## src/rtl/vga_pixel_drive.sv

```systemverilog
// Serialises a 24-bit pixel onto a 12-bit DAC bus as two registered halves
// at 2x pixel clock. hsync gates the drive region and re-aligns the half phase.
module vga_pixel_drive #(
  parameter logic        HSYNC_ACTIVE = 1'b1,
  parameter bit          HIGH_FIRST   = 1'b1,
  parameter logic [11:0] BLANK_VALUE  = 12'h000
) (
  input  logic        pixel_clk_2x,
  input  logic        rst_n,
  input  logic        hsync,
  input  logic [23:0] pixel_data,
  output logic [11:0] vga_out
);

  logic        phase;
  logic [23:0] data_lat;
  logic        active;
  logic [11:0] first_half;
  logic [11:0] second_half;

  assign active = (hsync == HSYNC_ACTIVE);

  // First half comes from the live bus; second half only from the latched copy,
  // so pixel_data may change freely during phase 1.
  always_comb begin
    first_half  = HIGH_FIRST ? pixel_data[23:12] : pixel_data[11:0];
    second_half = HIGH_FIRST ? data_lat[11:0]    : data_lat[23:12];
  end

  always_ff @(posedge pixel_clk_2x or negedge rst_n) begin
    if (!rst_n) begin
      phase    <= 1'b0;
      data_lat <= '0;
      vga_out  <= BLANK_VALUE;
    end else if (!active) begin
      // Blanking wins over a pending second half; data_lat is left untouched.
      phase   <= 1'b0;
      vga_out <= BLANK_VALUE;
    end else if (!phase) begin
      data_lat <= pixel_data;
      vga_out  <= first_half;
      phase    <= 1'b1;
    end else begin
      vga_out <= second_half;
      phase   <= 1'b0;
    end
  end

endmodule

```

## config.mk

```make
export PLATFORM = sky130hd
export DESIGN_NAME = vga_pixel_drive
export DESIGN_NICKNAME = d
export VERILOG_FILES = /design/src/rtl/vga_pixel_drive.sv
export SDC_FILE = /design/constraint.sdc
export NUM_CORES = 1
export LEC_CHECK = 0
export CAP_MARGIN = 20
export CELL_PAD_IN_SITES_DETAIL_PLACEMENT = 0
export CELL_PAD_IN_SITES_GLOBAL_PLACEMENT = 1
export CORE_AREA = 2 2 59 61
export CTS_CLUSTER_DIAMETER = 150
export DETAILED_ROUTE_END_ITERATION = 7
export DIE_AREA = 0 0 61 63
export PLACE_DENSITY = 0.82
export SLEW_MARGIN = 0
export SYNTH_ARGS = -nofsm -noshare
export SYNTH_HDL_FRONTEND = slang
export SYNTH_SLANG_ARGS = --single-unit
export TNS_END_PERCENT = 10
```

## constraint.sdc

```tcl
create_clock -name pixel_clk_2x -period 1.6 [get_ports pixel_clk_2x]
set_input_delay 0.32 -clock pixel_clk_2x [delete_from_list [all_inputs] [get_ports pixel_clk_2x]]
set_output_delay 0.32 -clock pixel_clk_2x [all_outputs]
set_load 0.005 [all_outputs]
```

==> results of run 1 <==
## through the flow
stage / cell area [sq um] / hold WS, ps / cells
finish: 1510 / 343 / 154
global route: 1510 / 380 / 154
CTS: 1510 / 345 / 154
detailed placement: 1480 / 495 / 150
global placement: 1480 / 495 / 150
floorplan: 1050 / 24.4 / 66
## layer usage
metal,wire (microns),track usage [%]
met1,810,13.5
met5,0,0
met4,25,4.89
met2,1070,19.5
met3,63,1.24
## flip-flops by register name (all words and copies together), names as in the netlist
name      count
phase         1
vga_out      12
data_lat     12
## power groups by stage
stage	clock, uW	combinational [uW]	sequential [uW]
floorplan	0	144	743
global placement	0	282	748
detailed placement	0	289	751
CTS	297	290	739
global route	309	311	747
finish	279	284	738
## logic make-up (layout without fill, tap and decap cells)
logic type,count (synthesis),after routing
flip-flops,25,25
AND/OR/NAND/NOR,13,13
multiplexers,24,24
buffers and inverters,4,46
## final cells by class
cell class,count,area (sq um),share of cell area (%)
clock buffers,3,22.5,1.49
clock inverters,1,7.51,0.496
multi-input cells,37,378,25.0
repair buffers,42,423,27.9
well taps,46,57.6,3.80
flip-flops and latches,25,626,41.3
## cell usage in the layout, fill, tap and decap left out
master | netlist | routed
clkdlybuf4s50_1 | 0 | 38
mux2i_1 | 12 | 12
clkbuf_4 | 0 | 3
buf_12 | 1 | 1
dfrtp_1 | 25 | 25
nor2b_4 | 1 | 1
buf_4 | 0 | 3
nor2b_1 | 12 | 12
mux2_2 | 3 | 3
mux2_4 | 9 | 9
clkinvlp_4 | 0 | 1
## path summary, 6_finish.rpt
check / startpoint / to / slack [ps] / cells after the start
min reg2reg: data_lat[2] / data_lat[2] / 530 / 1
max: vga_out[7] / vga_out[7] / 120 / 1
min in group pixel_clk_2x: data_lat[2] / data_lat[2] / 530 / 1
max in group asynchronous: rst_n / data_lat[10] / 1010 / 2
max reg2reg: phase / data_lat[11] / 440 / 3
min: rst_n / vga_out[9] / 340 / 2
## worst reg2reg max path, delay by kind of cell, from the launching register on
family                 cells  cell delay, ps
multiplexers               1             340
buffers and inverters      1             160
flip-flops                 1             430
AND/OR/NAND/NOR            1             140
==> flow_summary.rst, run 1 <==
.. list-table::
   :header-rows: 1

   * - Metric
     - Value
   * - Outcome
     - complete, no violations
   * - DRC Markers
     - 0
   * - Final wirelength
     - roughly 2000 microns
   * - Post-synthesis cell area
     - ~1000 sq um
   * - Kind of path behind the tightest hold check
     - input pin to async pin
   * - Post-synthesis cell type count
     - 9
   * - Reported max-cap violation count
     - 0
   * - TritonCTS clock tree
     - built
   * - Number of sinks handled by clock tree synthesis
     - 25
   * - Total via count in the routed design
     - about 620
   * - First-pass iteration count of the detailed router
     - 4
   * - Count of buffers added by post-CTS timing repair for setup
     - 0
   * - Setup tns final
     - 0 ps
   * - Launching element type of the critical path
     - flop
   * - Grt ovf
     - 0
   * - Post-place setup slack
     - 6.52 ps
   * - Net switching power
     - approximately 300 uW
   * - Area growth, synth to finish
     - 44.2%
   * - Filler Cell Count
     - 297
   * - Most frequent cell after synthesis
     - dfrtp_1
   * - H-tree levels
     - 1
   * - Relative slew slack
     - between 70% and 80%
   * - Final Setup Violations
     - 0
   * - Maximum vdd drop
     - 0.332 mV
   * - Cell at the root of the clock tree
     - clkbuf_4
   * - Compound-Gate Fraction of Synth Area
     - 0%
   * - Switching Share
     - 23.3%
   * - Actual slew at the worst max-slew pin
     - 313 ps
   * - Critical Path Max Stage Delay
     - 490 ps
   * - Pin count of the biggest net entering global routing
     - 26
   * - Cells along the critical path
     - clkdlybuf4s50_1
   * - Cell family contributing the most delay on the critical path
     - buffers and inverters
   * - Post-Synth XOR/XNOR Area
     - 0%
   * - Number of gates resized after CTS
     - 0
   * - Leading cell types by total area after synthesis
     - dfrtp_1 60%, mux2_4 13%, mux2i_1 11%
   * - Critical path endpoint category
     - output port
   * - Buffers & Inverters on Critical Path
     - 1
   * - Total Die Area
     - 3840 sq um
   * - Post-synthesis cell type with the largest combined area
     - dfrtp_1
   * - Logic gate share of total power
     - 21.8%
   * - Most used standard cells in the synthesized netlist
     - 25 x dfrtp_1, 12 x mux2i_1, 12 x nor2b_1
   * - Fin. max-slew vios
     - 0
   * - Share of layout cells above drive strength 1
     - between 10% and 20%
   * - Via-to-Cell Ratio
     - 4.02
   * - Unrepaired setup endpoints after global routing
     - false
   * - Overall power after layout
     - ~1300 uW
   * - Internal Dissipation
     - 997 uW
   * - Top achievable clock speed
     - 674 MHz
   * - Cell count after synthesis
     - between 60 and 70
   * - First-pass GRT wire length
     - 3150 microns
   * - Die outline height
     - 63 microns
   * - Worst EP required
     - about 1300 ps
   * - Initial core utilization
     - approximately 32%
   * - Final clock skew
     - just over 7 ps
   * - Portion of total power attributed to the clock network
     - between 20% and 30%
   * - CTS Buffer Depth
     - 2
   * - Highest-delay cell along the critical path
     - clkdlybuf4s50_1
   * - Synth warn
     - 0
   * - Post-synthesis mux area share
     - ~28%
   * - Share of synthesized area occupied by flip-flops and latches
     - 59.6%
   * - Static leakage
     - 0.000659 uW
   * - Part of the power in registers
     - between 50% and 60%
   * - Async SR Flop Fraction
     - 100%
   * - TritonCTS Buffers
     - 3
   * - Final hold violations
     - 0
   * - Most used flip-flop cell after synthesis
     - dfrtp_1
   * - Arithmetic-cell share of the synthesized area counting full adders, half adders and majority gates
     - 0%
   * - Nets@finish
     - 136
   * - Num rows
     - 21
   * - Final design utilization
     - 46.8%
   * - Crit path time final
     - around 1500 ps
   * - Area share of the leading cell type in the synthesized netlist
     - just under 60%
   * - Number of nets still failing antenna checks after routing
     - 0
   * - Core footprint
     - 3230 sq um
   * - Flip-flop and latch count after synthesis
     - 25
   * - Number of DRC markers in iteration 0
     - 11
   * - Floorplan die width
     - around 61 microns
   * - I/O Pins
     - 39
   * - DPL Wire Length
     - 1470 microns
   * - Global-route total usage across every layer
     - 11.2%
   * - Number of global-route vias before repair
     - slightly below 700
   * - Critical Path Fanout Max
     - 1
   * - Global placer's final weighted congestion
     - approximately 0.71
   * - Clock transition at the registers of the reported paths
     - roughly 140 ps
   * - Clock latency on the worst-skew pair
     - slightly above 300 ps
   * - Number of enable-type register cells in the synthesized netlist
     - 0
   * - Arrival time worst endpoint
     - about 1200 ps
   * - Antenna violations before repair
     - 0
   * - Simple-gate area share of the yosys netlist
     - roughly 8.5%
   * - Worst Setup Slack, final
     - ~120 ps
   * - Number of buffers inserted for hold repair after clock tree synthesis
     - 0
   * - Routed wire length per instance
     - approximately 13 microns
   * - Pwr dens
     - between 800 and 900 nW/um^2
   * - Tcrit/Tclk final
     - roughly 93%
   * - Crit Path Category
     - flop to output port
   * - Syn_area_per_cell
     - roughly 16 sq um
   * - Net Count, Synth
     - 93
   * - PortBufs
     - 38
   * - Diode insertion count for antenna repair
     - 0
   * - Dominant combinational cell family by area after synthesis
     - multiplexers
(Power assumes the default switching activity.)
==> run 2: changes to the inputs <==
--- a/config.mk
+++ b/config.mk
@@ -12,7 +12,9 @@
 export CTS_CLUSTER_DIAMETER = 150
 export DETAILED_ROUTE_END_ITERATION = 7
 export DIE_AREA = 0 0 61 63
+export GPL_TIMING_DRIVEN = 0
 export PLACE_DENSITY = 0.82
+export RECOVER_POWER = 25
 export SLEW_MARGIN = 0
 export SYNTH_ARGS = -nofsm -noshare
 export SYNTH_HDL_FRONTEND = slang
==> constraint.sdc (replaced) <==
create_clock -name pixel_clk_2x -period 1.6 [get_ports pixel_clk_2x]
set_input_delay 0.16 -clock pixel_clk_2x [delete_from_list [all_inputs] [get_ports pixel_clk_2x]]
set_output_delay 0.16 -clock pixel_clk_2x [all_outputs]
set_load 0.005 [all_outputs]
==> flow_summary.rst, run 2 (synthesized netlist as in run 1, its figures left out) <==
.. list-table::
   :header-rows: 1

   * - Metric
     - Value
   * - Outcome
     - complete, no violations
   * - Via-to-Cell Ratio
     - 4.13 (+2.7%)
   * - Antenna violations before repair
     - 0 (unchanged)
   * - Relative slew slack
     - 72.9% (-6.2 points)
   * - Share of layout cells above drive strength 1
     - 18.3% (-1.1 points)
   * - Floorplan die width
     - 61 microns (unchanged)
   * - Cell family contributing the most delay on the critical path
     - buffers and inverters
   * - Filler Cell Count
     - 304 (+2.4%)
   * - Clock latency on the worst-skew pair
     - 300 ps (about the same)
   * - Tcrit/Tclk final
     - 82.5% (-10 points)
   * - Kind of path behind the tightest hold check
     - input pin to async pin
   * - Number of gates resized after CTS
     - 0 (unchanged)
   * - Worst EP required
     - 1440 ps (+160 ps)
   * - Cells along the critical path
     - clkdlybuf4s50_1
   * - Buffers & Inverters on Critical Path
     - 1 (unchanged)
   * - Final wirelength
     - 1970 microns (about the same)
   * - Num rows
     - 21 (unchanged)
   * - Met1 WL
     - 775 microns (-4.3%)
   * - TritonCTS Buffers
     - 3 (unchanged)
   * - Total via count in the routed design
     - 640 (+3.4%)
   * - Critical path endpoint category
     - output port
   * - Routed wire length per instance
     - 12.7 microns (-0.59%)
   * - Total Die Area
     - 3840 sq um (unchanged)
   * - Number of nets still failing antenna checks after routing
     - 0 (unchanged)
   * - Clock transition at the registers of the reported paths
     - 120 ps (-20 ps)
   * - Area growth, synth to finish
     - 46.8%
   * - Post-place setup slack
     - 82.6 ps (+76.1 ps)
   * - Grt ovf
     - 0 (unchanged)
   * - Worst Setup Slack, final
     - 279 ps (+163 ps)
   * - Launching element type of the critical path
     - flop
   * - Actual slew at the worst max-slew pin
     - 405 ps (+92.0 ps)
   * - Die outline height
     - 63 microns (unchanged)
   * - Number of global-route vias before repair
     - 715 (+2.9%)
   * - Cell Area, Placed
     - 1490 sq um (+0.25%)
   * - I/O Pins
     - 39 (unchanged)
   * - First-pass GRT wire length
     - 3240 microns (+2.6%)
   * - Critical Path Max Stage Delay
     - 510 ps (+20 ps)
   * - PortBufs
     - 38 (unchanged)
   * - Initial core utilization
     - 32.5% (unchanged)
   * - CTS Buffer Depth
     - 2 (unchanged)
   * - Most used cells in the layout excluding fill and tap cells
     - 37 x clkdlybuf4s50_1, 25 x dfrtp_1, 12 x mux2i_1, 12 x nor2b_1, 9 x mux2_4
   * - Most frequent standard cell in the layout excluding fill and tap cells
     - clkdlybuf4s50_1
   * - Final Setup Violations
     - 0 (unchanged)
   * - Critical Path Fanout Max
     - 1 (unchanged)
   * - Number of DRC markers in iteration 0
     - 18 (+7)
   * - Wire length on met2
     - 1110 microns (+3.3%)
   * - Biggest registers after layout
     - data_lat: 12 flops, vga_out: 12 flops, phase: 1 flops
   * - Cell at the root of the clock tree
     - clkbuf_4
   * - Final instance area
     - 1540 sq um (+1.8%)
   * - Diode insertion count for antenna repair
     - 0 (unchanged)
   * - Unrepaired setup endpoints after global routing
     - false
   * - First-pass iteration count of the detailed router
     - 4 (unchanged)
   * - TritonCTS clock tree
     - built
   * - Pwr dens
     - 843 nW/um^2 (-1.8%)
   * - DPL Wire Length
     - 1450 microns (-1.4%)
   * - Number of buffers inserted for hold repair after clock tree synthesis
     - 0 (unchanged)
   * - Final clock skew
     - 1.95 ps (-5.08 ps)
   * - Core footprint
     - 3230 sq um (unchanged)
   * - Setup tns final
     - 0 ps (unchanged)
   * - Maximum vdd drop
     - 0.313 mV (-5.5%)
   * - DRC Markers
     - 0 (unchanged)
   * - Pin count of the biggest net entering global routing
     - 26 (unchanged)
   * - Final hold violations
     - 0 (unchanged)
   * - Number of sinks handled by clock tree synthesis
     - 25 (unchanged)
   * - Fin. max-slew vios
     - 0 (unchanged)
   * - Highest-delay cell along the critical path
     - clkdlybuf4s50_1
   * - Top achievable clock speed
     - 757 MHz (+12%)
   * - Highest routed metal layer
     - met4
   * - Reported max-cap violation count
     - 0 (unchanged)
   * - Crit path time final
     - 1320 ps (-163 ps)
   * - H-tree levels
     - 1 (unchanged)
   * - Met3 WL post-DR
     - 70 microns (+11%)
   * - Crit Path Category
     - flop to output port
   * - Count of buffers added by post-CTS timing repair for setup
     - 0 (unchanged)
   * - Arrival time worst endpoint
     - 1160 ps (about the same)
   * - Global-route total usage across every layer
     - 11.7% (+0.45 points)
   * - Global placer's final weighted congestion
     - 0.733 (+2.6%)
   * - Nets@finish
     - 137 (+0.74%)
   * - Static leakage
     - 0.000671 uW (+1.9%)
[run 2: layer usage]
metal  track usage (%)  up-vias
met1              13.4      317
met2              20.6       16
met4              4.89        0
met5                 0        -
li1                  -      305
met3              1.86        2
[run 2: final cells by class]
| class | instances | area, sq um | share of cell area (%) |
|---|---|---|---|
| well taps | 46 | 57.6 | 3.73 |
| flip-flops and latches | 25 | 626 | 40.6 |
| multi-input cells | 37 | 378 | 24.5 |
| plain buffers | 4 | 46.3 | 3.00 |
| repair buffers | 39 | 408 | 26.5 |
| clock buffers | 4 | 26.3 | 1.70 |
[run 2: power by group]
group | switching [uW] | total (uW) | internal (uW)
logic | 89.7 | 297 | 207
clock network | 171 | 268 | 97.2
registers | 32.3 | 735 | 703
[run 2: final timing paths]
path | slack [ps] | from | endpoint | depth (start not counted)
hold / removal | 200 | rst_n | data_lat[2] | 1
setup reg to reg | 330 | phase | data_lat[8] | 4
max in group asynchronous | 980 | rst_n | vga_out[1] | 2
hold reg to reg | 520 | data_lat[11] | data_lat[11] | 1
setup / recovery | 280 | vga_out[1] | vga_out[1] | 1
min in group pixel_clk_2x | 450 | pixel_data[20] | vga_out[8] | 3
[run 2: per-stage QoR]
| step | hold WS, ps | util (%) | cells | power (uW) |
|---|---|---|---|---|
| 2_1_floorplan | -136 | - | 66 | 887 |
| 3_3_place_gp | 493 | 46.0 | 150 | 1030 |
| 3_5_place_dp | 498 | 46.0 | 150 | 1040 |
| 4_1_cts | 433 | 46.8 | 154 | 1310 |
| 5_1_grt | 186 | 47.7 | 155 | 1370 |
| 6_report | 200 | 47.7 | 155 | 1300 |
==> run 3: changes to the inputs <==
==> constraint.sdc (replaced) <==
create_clock -name pixel_clk_2x -period 1.4 [get_ports pixel_clk_2x]
set_input_delay 0.14 -clock pixel_clk_2x [delete_from_list [all_inputs] [get_ports pixel_clk_2x]]
set_output_delay 0.14 -clock pixel_clk_2x [all_outputs]
set_load 0.005 [all_outputs]
==> flow_summary.rst, run 3 (synthesized netlist as in run 1, its figures left out) <==
.. list-table::
   :header-rows: 1

   * - Metric
     - Value
   * - Pin count of the biggest net entering global routing
     - 26 (unchanged)
   * - Outcome
     - complete, no violations
   * - Crit path time final
     - ~1300 ps
   * - Floorplan die width
     - 61 microns (unchanged)
   * - DPL Wire Length
     - 1450 microns (unchanged)
   * - Number of sinks handled by clock tree synthesis
     - 25 (unchanged)
   * - Die outline height
     - 63 microns (unchanged)
   * - Hold slack final
     - 133 ps (-67.4 ps)
   * - Initial core utilization
     - 32.5% (unchanged)
   * - Launching element type of the critical path
     - flop
   * - Biggest registers after layout
     - data_lat: 12 flops, vga_out: 12 flops, phase: 1 flops
   * - Number of global-route vias before repair
     - 715 (unchanged)
   * - Cells along the critical path
     - clkdlybuf4s50_1
   * - Final clock skew
     - 1.89 ps (-0.0610 ps)
   * - Final wirelength
     - 1970 microns (-0.10%)
   * - Most frequent standard cell in the layout excluding fill and tap cells
     - clkdlybuf4s50_1
   * - Diode insertion count for antenna repair
     - 0 (unchanged)
   * - Cell at the root of the clock tree
     - clkbuf_4
   * - PortBufs
     - 38 (unchanged)
   * - Total Die Area
     - 3840 sq um (unchanged)
   * - Crit Path Category
     - flop to output port
   * - DRC Markers
     - 0 (unchanged)
   * - Core footprint
     - 3230 sq um (unchanged)
   * - Total via count in the routed design
     - 639 (-0.16%)
   * - Grt ovf
     - 0 (unchanged)
   * - Critical Path Max Stage Delay
     - 510 ps (about the same)
   * - Static leakage
     - 0.000663 uW (-1.3%)
   * - Kind of path behind the tightest hold check
     - input pin to async pin
   * - Number of DRC markers in iteration 0
     - 18 (unchanged)
   * - Nets@finish
     - 137 (unchanged)
   * - Critical path endpoint category
     - output port
   * - Final Setup Violations
     - 0 (unchanged)
   * - I/O Pins
     - 39 (unchanged)
   * - TritonCTS Buffers
     - 3 (unchanged)
   * - Fin. max-slew vios
     - 0 (unchanged)
   * - Reg-to-Reg Start
     - phase
   * - TritonCTS clock tree
     - built
   * - Global-route total usage across every layer
     - 11.7% (unchanged)
   * - Worst Setup Slack, final
     - 99.4 ps (-180 ps)
   * - Pwr dens
     - 973 nW/um^2 (+15%)
   * - Overall power after layout
     - 1480 uW (+14%)
   * - Highest-delay cell along the critical path
     - clkdlybuf4s50_1
   * - Area growth, synth to finish
     - 44.7%
   * - Worst EP required
     - 1260 ps (-180 ps)
   * - Tcrit/Tclk final
     - ~93%
   * - Number of buffers inserted for hold repair after clock tree synthesis
     - 0 (unchanged)
   * - Final design utilization
     - 47.0% (-0.70 points)
   * - Final hold violations
     - 0 (unchanged)
   * - First-pass GRT wire length
     - 3240 microns (unchanged)
   * - Num rows
     - 21 (unchanged)
   * - Cell family contributing the most delay on the critical path
     - buffers and inverters
   * - Global placer's final weighted congestion
     - 0.733 (unchanged)
   * - Routed wire length per instance
     - 12.7 microns (-0.10%)
   * - Actual slew at the worst max-slew pin
     - 467 ps (+61.4 ps)
   * - Arrival time worst endpoint
     - 1160 ps (about the same)
   * - Reported max-cap violation count
     - 0 (unchanged)
   * - Clock latency on the worst-skew pair
     - 300 ps (about the same)
   * - Clock transition at the registers of the reported paths
     - 120 ps (about the same)
   * - Post-place setup slack
     - -97.4 ps (-180 ps)
   * - Number of nets still failing antenna checks after routing
     - 0 (unchanged)
   * - Share of layout cells above drive strength 1
     - 18.3% (unchanged)
   * - Critical Path Fanout Max
     - 1 (unchanged)
   * - H-tree levels
     - 1 (unchanged)
   * - Via-to-Cell Ratio
     - 4.12 (-0.16%)
   * - First-pass iteration count of the detailed router
     - 4 (unchanged)
   * - Critical path launch point
     - vga_out[1]
   * - Relative slew slack
     - 68.9% (-4.0 points)
   * - Most used cells in the layout excluding fill and tap cells
     - 37 x clkdlybuf4s50_1, 25 x dfrtp_1, 12 x mux2i_1, 12 x nor2b_1, 9 x mux2_4
   * - Unrepaired setup endpoints after global routing
     - false
   * - CTS Buffer Depth
     - 2 (unchanged)
   * - Number of gates resized after CTS
     - 0 (unchanged)
   * - Final instance area
     - 1520 sq um (-1.5%)
   * - Buffers & Inverters on Critical Path
     - 1 (unchanged)
   * - Antenna violations before repair
     - 0 (unchanged)
   * - Maximum vdd drop
     - 0.358 mV (+14%)
   * - Top achievable clock speed
     - roughly 770 MHz
   * - Count of buffers added by post-CTS timing repair for setup
     - 0 (unchanged)
   * - Cell Area, Placed
     - 1490 sq um (unchanged)
[run 3: cell types whose count changed in the layout (fill, tap and decap cells not counted), sizes merged]
| cell | change |
|---|---|
| buf | -1 |
| clkbuf | +1 |
[run 3: final cells by class]
cell class	instances	area (sq um)
plain buffers	4	46.3
clock buffers	4	26.3
repair buffers	39	385
multi-input cells	37	378
well taps	46	57.6
flip-flops and latches	25	626
fillers	307	1710
[run 3: path summary, 6_finish.rpt]
kind / endpoint / slack, ps / cells after the start
worst min-delay path: data_lat[2] / 130 / 1
max in group asynchronous: vga_out[1] / 530 / 2
worst max-delay path: vga_out[1] / 100 / 1
min in group pixel_clk_2x: vga_out[8] / 430 / 3
worst min register to register: data_lat[11] / 520 / 1
worst max register to register: data_lat[8] / 130 / 4
[run 3: per-stage QoR]
step           setup TNS (ps)  instances
2_1_floorplan               0         66
3_3_place_gp            -1820        150
3_5_place_dp            -2700        150
4_1_cts                     0        154
5_1_grt                     0        155
6_report                    0        155
[run 3: per-layer routing]
metal  part of all wire [%]  GRT usage (%)  wire (microns)  vias to the layer above
li1                       -              -               -                      305
met1                     39           13.4             773                      316
met2                     56           20.6            1110                       16
met3                    3.5           1.86              70                        2
met4                   0.96           4.89              19                        0
met5                      0              0               0                        -
[run 3: power by group]
group          internal [uW]  total (uW)  switching, uW
registers                803         840           37.0
clock network            111         306            195
logic                    230         331            101
total                   1140        1480            334
